$ cat config.mk
export PLATFORM = sky130hd
export DESIGN_NAME = ks_phase_aligner
export DESIGN_NICKNAME = d
export VERILOG_FILES = /design/src/rtl/ks_align_pkg.sv /design/src/rtl/ks_shift_stitch.sv /design/src/rtl/ks_phase_aligner.sv
export SDC_FILE = /design/constraint.sdc
export NUM_CORES = 1
export LEC_CHECK = 0
export CORE_AREA = 2 2 448 450
export DETAILED_ROUTE_END_ITERATION = 6
export DIE_AREA = 0 0 450 452
export DONT_BUFFER_PORTS = 1
export PLACE_DENSITY_LB_ADDON = 0.12
export RECOVER_POWER = 100
export SETUP_SLACK_MARGIN = 0.2
export SLEW_MARGIN = 15
export SYNTH_ARGS = -nofsm -noshare
export SYNTH_HDL_FRONTEND = slang
export SYNTH_SLANG_ARGS = --single-unit
$ cat constraint.sdc
create_clock -name clk -period 26.9 [get_ports clk]
set_input_delay 5.38 -clock clk [delete_from_list [all_inputs] [get_ports clk]]
set_output_delay 5.38 -clock clk [all_outputs]
set_load 0.01 [all_outputs]
$ cat src/rtl/ks_align_pkg.sv
// ks_align_pkg: shared types and width helpers for the keystream aligner.
package ks_align_pkg;

  localparam int AES_BLK_W = 128;

  typedef enum logic [1:0] {
    ST_IDLE = 2'd0,
    ST_HDR  = 2'd1,
    ST_BODY = 2'd2
  } ks_state_e;

  function automatic int calc_ks_w(input int lanes);
    return lanes * AES_BLK_W;
  endfunction

  function automatic int calc_txt_w(input int lanes, input int meta_w);
    return calc_ks_w(lanes) + meta_w;
  endfunction

endpackage

$ cat src/rtl/ks_shift_stitch.sv
// ks_shift_stitch: joins the previous beat's keystream tail to the current beat.
// Purely combinational; a zero shift passes the keystream straight through.
module ks_shift_stitch #(
  parameter int KS_W        = 256,
  parameter int SHIFT_BYTES = 2,
  parameter int CW          = (SHIFT_BYTES > 0) ? 8 * SHIFT_BYTES : 1
) (
  input  logic [CW-1:0]   carry,
  input  logic [KS_W-1:0] k_data,
  output logic [KS_W-1:0] key,
  output logic [CW-1:0]   carry_next
);

  localparam int SHIFT_W = 8 * SHIFT_BYTES;

  generate
    if (SHIFT_W == 0) begin : g_pass
      logic unused_carry;
      assign unused_carry = ^carry;
      assign key          = k_data;
      assign carry_next   = '0;
    end else begin : g_shift
      assign key        = {carry, k_data[KS_W-1:SHIFT_W]};
      assign carry_next = k_data[SHIFT_W-1:0];
    end
  endgenerate

endmodule

$ cat src/rtl/ks_phase_aligner.sv
// ks_phase_aligner: pairs text beats with a phase-shifted CTR keystream.
// Optional KSA_LAST_MASK_EN zeroes key bytes beyond s_keep on the last body beat.
module ks_phase_aligner
  import ks_align_pkg::*;
#(
  parameter int LANES       = 2,
  parameter int META_W      = 33,
  parameter int SHIFT_BYTES = 2,
  parameter int HDR_BEATS   = 1
) (
  input  logic                                  clk,
  input  logic                                  rst,
  input  logic [calc_txt_w(LANES, META_W)-1:0]  s_text,
  input  logic                                  s_first,
  input  logic                                  s_last,
  input  logic [calc_ks_w(LANES)/8-1:0]         s_keep,
  input  logic                                  s_valid,
  output logic                                  s_ready,
  input  logic [calc_ks_w(LANES)-1:0]           k_data,
  input  logic                                  k_valid,
  output logic                                  k_ready,
  output logic [calc_txt_w(LANES, META_W)-1:0]  m_text,
  output logic [calc_ks_w(LANES)-1:0]           m_key,
  output logic                                  m_last,
  output logic                                  m_valid,
  input  logic                                  m_ready,
  output logic                                  err
);

  localparam int KS_W    = calc_ks_w(LANES);
  localparam int TXT_W   = calc_txt_w(LANES, META_W);
  localparam int SHIFT_W = 8 * SHIFT_BYTES;
  localparam int CW      = (SHIFT_W > 0) ? SHIFT_W : 1;
  localparam logic [3:0] HDR_N = 4'(HDR_BEATS);

  ks_state_e       state, state_n;
  logic [3:0]      hdr_cnt, cnt_n;
  logic [CW-1:0]   carry, carry_in, carry_next;
  logic [KS_W-1:0] stitched, key;
  logic            slot_free, fire, err_n;
  logic            hdr_cls, body_cls, drop;

  assign slot_free = !m_valid || m_ready;

  // A first beat always restarts classification, whatever the state.
  always_comb begin
    hdr_cls  = 1'b0;
    body_cls = 1'b0;
    drop     = 1'b0;
    if (s_first) begin
      if (HDR_BEATS > 0) hdr_cls = 1'b1;
      else               body_cls = 1'b1;
    end else begin
      unique case (state)
        ST_HDR:  hdr_cls  = 1'b1;
        ST_BODY: body_cls = 1'b1;
        default: drop     = 1'b1;
      endcase
    end
  end

  assign s_ready = body_cls ? (slot_free && k_valid) : slot_free;
  assign k_ready = body_cls && slot_free && s_valid;
  assign fire    = s_valid && s_ready;

  assign carry_in = s_first ? '0 : carry;

  ks_shift_stitch #(
    .KS_W        (KS_W),
    .SHIFT_BYTES (SHIFT_BYTES),
    .CW          (CW)
  ) u_stitch (
    .carry      (carry_in),
    .k_data     (k_data),
    .key        (stitched),
    .carry_next (carry_next)
  );

  always_comb begin
    key = body_cls ? stitched : '0;
`ifdef KSA_LAST_MASK_EN
    if (body_cls && s_last) begin
      for (int i = 0; i < KS_W / 8; i++) begin
        if (!s_keep[i]) key[8*i +: 8] = 8'h00;
      end
    end
`else
    begin : g_keep_sink
      logic unused_keep;
      unused_keep = ^s_keep;
    end
`endif
  end

  always_comb begin
    state_n = state;
    cnt_n   = hdr_cnt;
    if (fire) begin
      unique case (1'b1)
        s_first: begin
          if (HDR_BEATS <= 1) begin
            state_n = ST_BODY;
          end else begin
            state_n = ST_HDR;
            cnt_n   = 4'd1;
          end
        end
        (!s_first && state == ST_HDR): begin
          cnt_n = hdr_cnt + 4'd1;
          if (cnt_n == HDR_N) state_n = ST_BODY;
        end
        default: ;
      endcase
      if (s_last) begin
        state_n = ST_IDLE;
        cnt_n   = 4'd0;
      end
    end
  end

  assign err_n = fire && (drop || (s_first && state != ST_IDLE));

  always_ff @(posedge clk or posedge rst) begin
    if (rst) begin
      state   <= ST_IDLE;
      hdr_cnt <= 4'd0;
      carry   <= '0;
      m_text  <= '0;
      m_key   <= '0;
      m_last  <= 1'b0;
      m_valid <= 1'b0;
      err     <= 1'b0;
    end else begin
      state   <= state_n;
      hdr_cnt <= cnt_n;
      err     <= err_n;
      if (fire && !drop) begin
        m_text  <= s_text;
        m_key   <= key;
        m_last  <= s_last;
        m_valid <= 1'b1;
      end else if (m_ready) begin
        m_valid <= 1'b0;
      end
      if (fire) begin
        if (body_cls)     carry <= carry_next;
        else if (s_first) carry <= '0;
      end
    end
  end

  logic unused_w;
  assign unused_w = (TXT_W == 0);

endmodule

# Word-level counts from Yosys, hierarchy flattened
# Index checks and enable logic that the tools add are counted.
# op_classes
eq_ne	4
reduce_logical	20
mux	15
add_sub_neg	1
# ops
cell	count
256-bit 2-to-1 mux	1
16-bit 2-to-1 mux	2
1-bit logical AND	8
4-bit 2-to-1 mux	2
1-bit 2-to-1 mux	7
2-bit nonzero test	3
4-bit by 1-bit adder with 4-bit output (second input constant)	1
4-bit by 1-bit equality test with 1-bit output (second input constant)	1
2-bit 2-to-1 mux	2
2-bit one-hot mux with 2 select lines	1
1-bit logical NOT	3
3-bit by 2-bit inequality test with 1-bit output (second input constant)	1
3-bit AND reduction	1
3-bit nonzero test	1
2-bit by 1-bit equality test with 1-bit output (second input constant)	1
2-bit equality test (second input constant)	1
1-bit logical OR	2
2-bit AND reduction	1
2-bit OR reduction	1
# totals
out_inout_bits	550
regBits	570
elab_cells	48
in_bits	584

# Depth between registers and ports, before layout
# depth
depth_word	7
ltp_mapped	9

# Hierarchy
# From an unflattened synthesis, not the netlist that was laid out.
# unflattened
hier_cells	2041
hier_area_um2	25040.3
# modules_own_cells
mod	cells_per_inst	area_per_inst_um2	instances	seq_area_each_um2
ks_phase_aligner	1769	22998.3	1	14138.6
ks_shift_stitch	272	2042.0	1	0.0

# Least setup slack after synthesis
# No wires, ideal clock.
# synth_path
path_kind	input port to output port
start	in s_first
end	out k_ready
path_buffers	2
t_required_ns	21.520
path_slack_ns	15.282
arrival_ns	6.238
path_stages	5
path_cell_list	inv_1 -> ha_1 -> buf_2 -> clkbuf_1 -> and3_1
# synth_via
elab_chain_len	3
# synth_rtl
element	line_no	rtl
from (decl)	ks_phase_aligner.sv:14	input logic s_first,
1-bit 2-to-1 mux	ks_phase_aligner.sv:50	if (s_first) begin
1-bit logical AND (2 in a row)	ks_phase_aligner.sv:63	assign k_ready = body_cls && slot_free && s_valid;
to (decl)	ks_phase_aligner.sv:21	output logic k_ready,
# Every way passes these cells.

# Final worst setup path
# layout_path
start	in s_first
end	reg m_key[39]
# layout_via
elab_chain_len	4
elab_cells_between_ends	7
# layout_rtl
element	line_no	rtl
1-bit 2-to-1 mux	ks_phase_aligner.sv:50	
1-bit 2-to-1 mux	ks_phase_aligner.sv:62	assign s_ready = body_cls ? (slot_free && k_valid) : slot_free;
1-bit logical AND	ks_phase_aligner.sv:64	assign fire = s_valid && s_ready;
1-bit logical AND	ks_phase_aligner.sv:137	if (fire && !drop) begin
to (signal assigned)	ks_phase_aligner.sv:139	m_key <= key;
to (decl)	ks_phase_aligner.sv:23	output logic [calc_ks_w(LANES)-1:0] m_key,
# Several ways; a longest one is shown, not always the timed one.
# A chain may end at the register's enable or synchronous reset.

==> results.ini <==
[global_route]
track_usage_pct = 8.78
grt_pass1_wl_um = 125000
grt_pass1_vias = 14100
met2_usage_pct = 16.1
busiest_layer = met2
use_met3_pct = 4.13
grt_antenna_before_repair = 45
grt-ovfl-total = 0
grt_max_degree = 150
grt_use_met1_pct = 8.81

[route]
drt_iter0_drc = 653
post_drt_wl_per_cell_um = 20.8
dr.pass1.iters = 5
drc = 0
finalWirelength_um = 93000
antenna_left = 0
viasPerCell = 2.94
vias = 13100

[min_path]
min_path_type = flip-flop to flip-flop
whs_path_depth = 1

[placed_design]
dp.cells = 4335
routabilityCongestion = 0.811
port_buffers = 0
dpl.hpwl_um = 72300

[logic_synthesis]
ys_ff_latch = 565
synth_nets = 2339
syn_area_per_cell_sq_um = 13.1
ys_types = 22
yosys_warnings = 0
synth_area_sq_um = 22900
netlist_instances = 1753
yosysSeqAreaShare_pct = 61.8

[run]
drv_cap = 20

[final_layout]
drive_above_1_share_pct = 21.3
nNetsFinal = 2343
final_common_cell = dfrtp_1
final_cell_mix = dfrtp_1 (565), mux2_2 (273), inv_1 (258)
fillers = 22300
instances_no_fill = 4470
syn_to_final_growth_pct = 22.8

[power]
power_density_nw_per_um2 = 99.8
max-vdd-ir-drop_v = 0.0000389
power_leakage_nw = 11.3

[die]
core_sq_um = 199000
die_h_um = 452
die_width_um = 450
initial_utilization_pct = 11.5
rows = 164
ioPinCount = 1134
dieArea_sq_um = 203000

[cts]
path_clk_slew_ns = 0.06
cts_sinks = 565
cts_tree = done
ctsHoldBuffers = 0
cts_buffers = 76
clock_path_buffers = 3
postCtsSetupBuffers = 0
cts_resized = 0
clock_latency_ns = 0.67
cts_htree_levels = 3
clockRootBuffer = clkbuf_16

[critical_path]
crit_type = input port to flip-flop
path_cells = inv_1 -> ha_1 -> nand2b_1 -> and4b_1 -> clkbuf_1 -> clkbuf_1 -> clkbuf_1 -> clkbuf_1 -> mux2i_1
arrival_ns = 17.79
critPathCaptureType = flip-flop
reg2reg_depth = 8
crit_path_max_incr_delay_ns = 2.77
cp_common_cell = clkbuf_1
cp_data_required_time_ns = 27.29
critical-path-slowest-cell = clkbuf_1
startpoint_type = input port
cp_max_fo = 51

[timing]
clock.fmax_ghz = 0.0574
worst-slew-pin-transition_ns = 8.35
tns_ns = 0
finalCritPeriodShare_pct = 64.7
rsz0062_at_grt = no
finalMaxSlewViolations = 1182
period_minus_slack_ns = 17.41
slew_headroom_pct = -457
hold_viol_final = 0
setup_viol = 0
finalClockSkew_ns = 0.0248

[run_status]
violations = capacitance limit, slew limit
status = finished, violations left

-- cell type report --
type / count / area, sq um / area share, %
sequential: 565 / 14100 / 50.3
multi-input combinational: 835 / 7060 / 25.1
tap: 2656 / 3320 / 11.8
clock buffer: 108 / 2170 / 7.71
inverter: 259 / 973 / 3.46
clock inverter: 20 / 328 / 1.17
timing repair buffer: 20 / 98.8 / 0.352
antenna: 7 / 17.5 / 0.0623
-- per-stage QoR --
stage / setup slack, ns / area, sq um / hold slack [ns] / util [%] / total power [mW]
floorplan: 5.72 / 22900 / 0.466 / - / 1.59
global placement: 14.93 / 25700 / 0.484 / 12.9 / 1.78
detailed placement: 14.89 / 25700 / 0.481 / 12.9 / 1.79
CTS: 14.88 / 28200 / 0.503 / 14.2 / 2.87
global route: 7.49 / 28100 / 0.505 / 14.1 / 2.97
finish: 9.49 / 28100 / 0.501 / 14.1 / 2.81
-- power by group --
group	switching, mW	internal, mW
clock	0.410	0.626
sequential	0.332	1.06
combinational	0.168	0.209
-- cell usage after synthesis, drive strengths merged --
master  count  share of area, %
dfrtp     565                62
mux2      291                14
inv       259               4.2
nand2     257               4.2
mux2i     256                11
buf        63               2.7
clkbuf     31              0.51
a22o       16              0.61
a41oi       2             0.077
ha          2              0.11
nand2b      2             0.055
nand3       2             0.044
and2        1             0.027
and3        1             0.027
and4        1             0.038
and4b       1             0.044
nand4b      1             0.038
nor2        1             0.016
nor2b       1             0.027
-- metal layers --
layer	up-vias	part of all wire, %
met4	16	2.6
met3	150	9.5
met2	633	53
li1	5671	-
met5	-	0.11
met1	6672	34
-- critical path: cells and delay by family --
family | cells | cell delay [ns]
adders and majority gates | 1 | 0.77
and+or+nand+nor | 2 | 1.95
buffers and inverters | 5 | 9.22
muxes | 1 | 0.30
-- registers in the layout (all words and copies together), names as in the netlist --
| signal | count |
|---|---|
| m_text | 289 |
| m_key | 256 |
| carry | 16 |
| err | 1 |
| m_last | 1 |
| m_valid | 1 |
| state | 1 |
-- logic make-up (layout without fill, tap and decap cells) --
group / count (synthesis) / count (layout) / share of synthesized area (%)
compound gates: 18 / 18 / 0.689
fa+ha+maj: 2 / 2 / 0.109
buf+inv: 353 / 407 / 7.42
flops: 565 / 565 / 61.8
mux: 547 / 547 / 25.5
other cells: 0 / 7 / 0
simple gates: 268 / 268 / 4.53
-- path summary, 6_finish.rpt --
kind,start,endpoint,slack [ns]
hold / removal,carry[3],carry[3],0.50
min in group asynchronous,rst,m_text[146],5.89
setup / recovery,s_first,m_key[39],9.49
hold reg to reg,carry[3],carry[3],0.50
setup reg to reg,state[1],m_key[39],13.85
max in group asynchronous,rst,m_key[115],10.13
(Power assumes the default switching activity.)
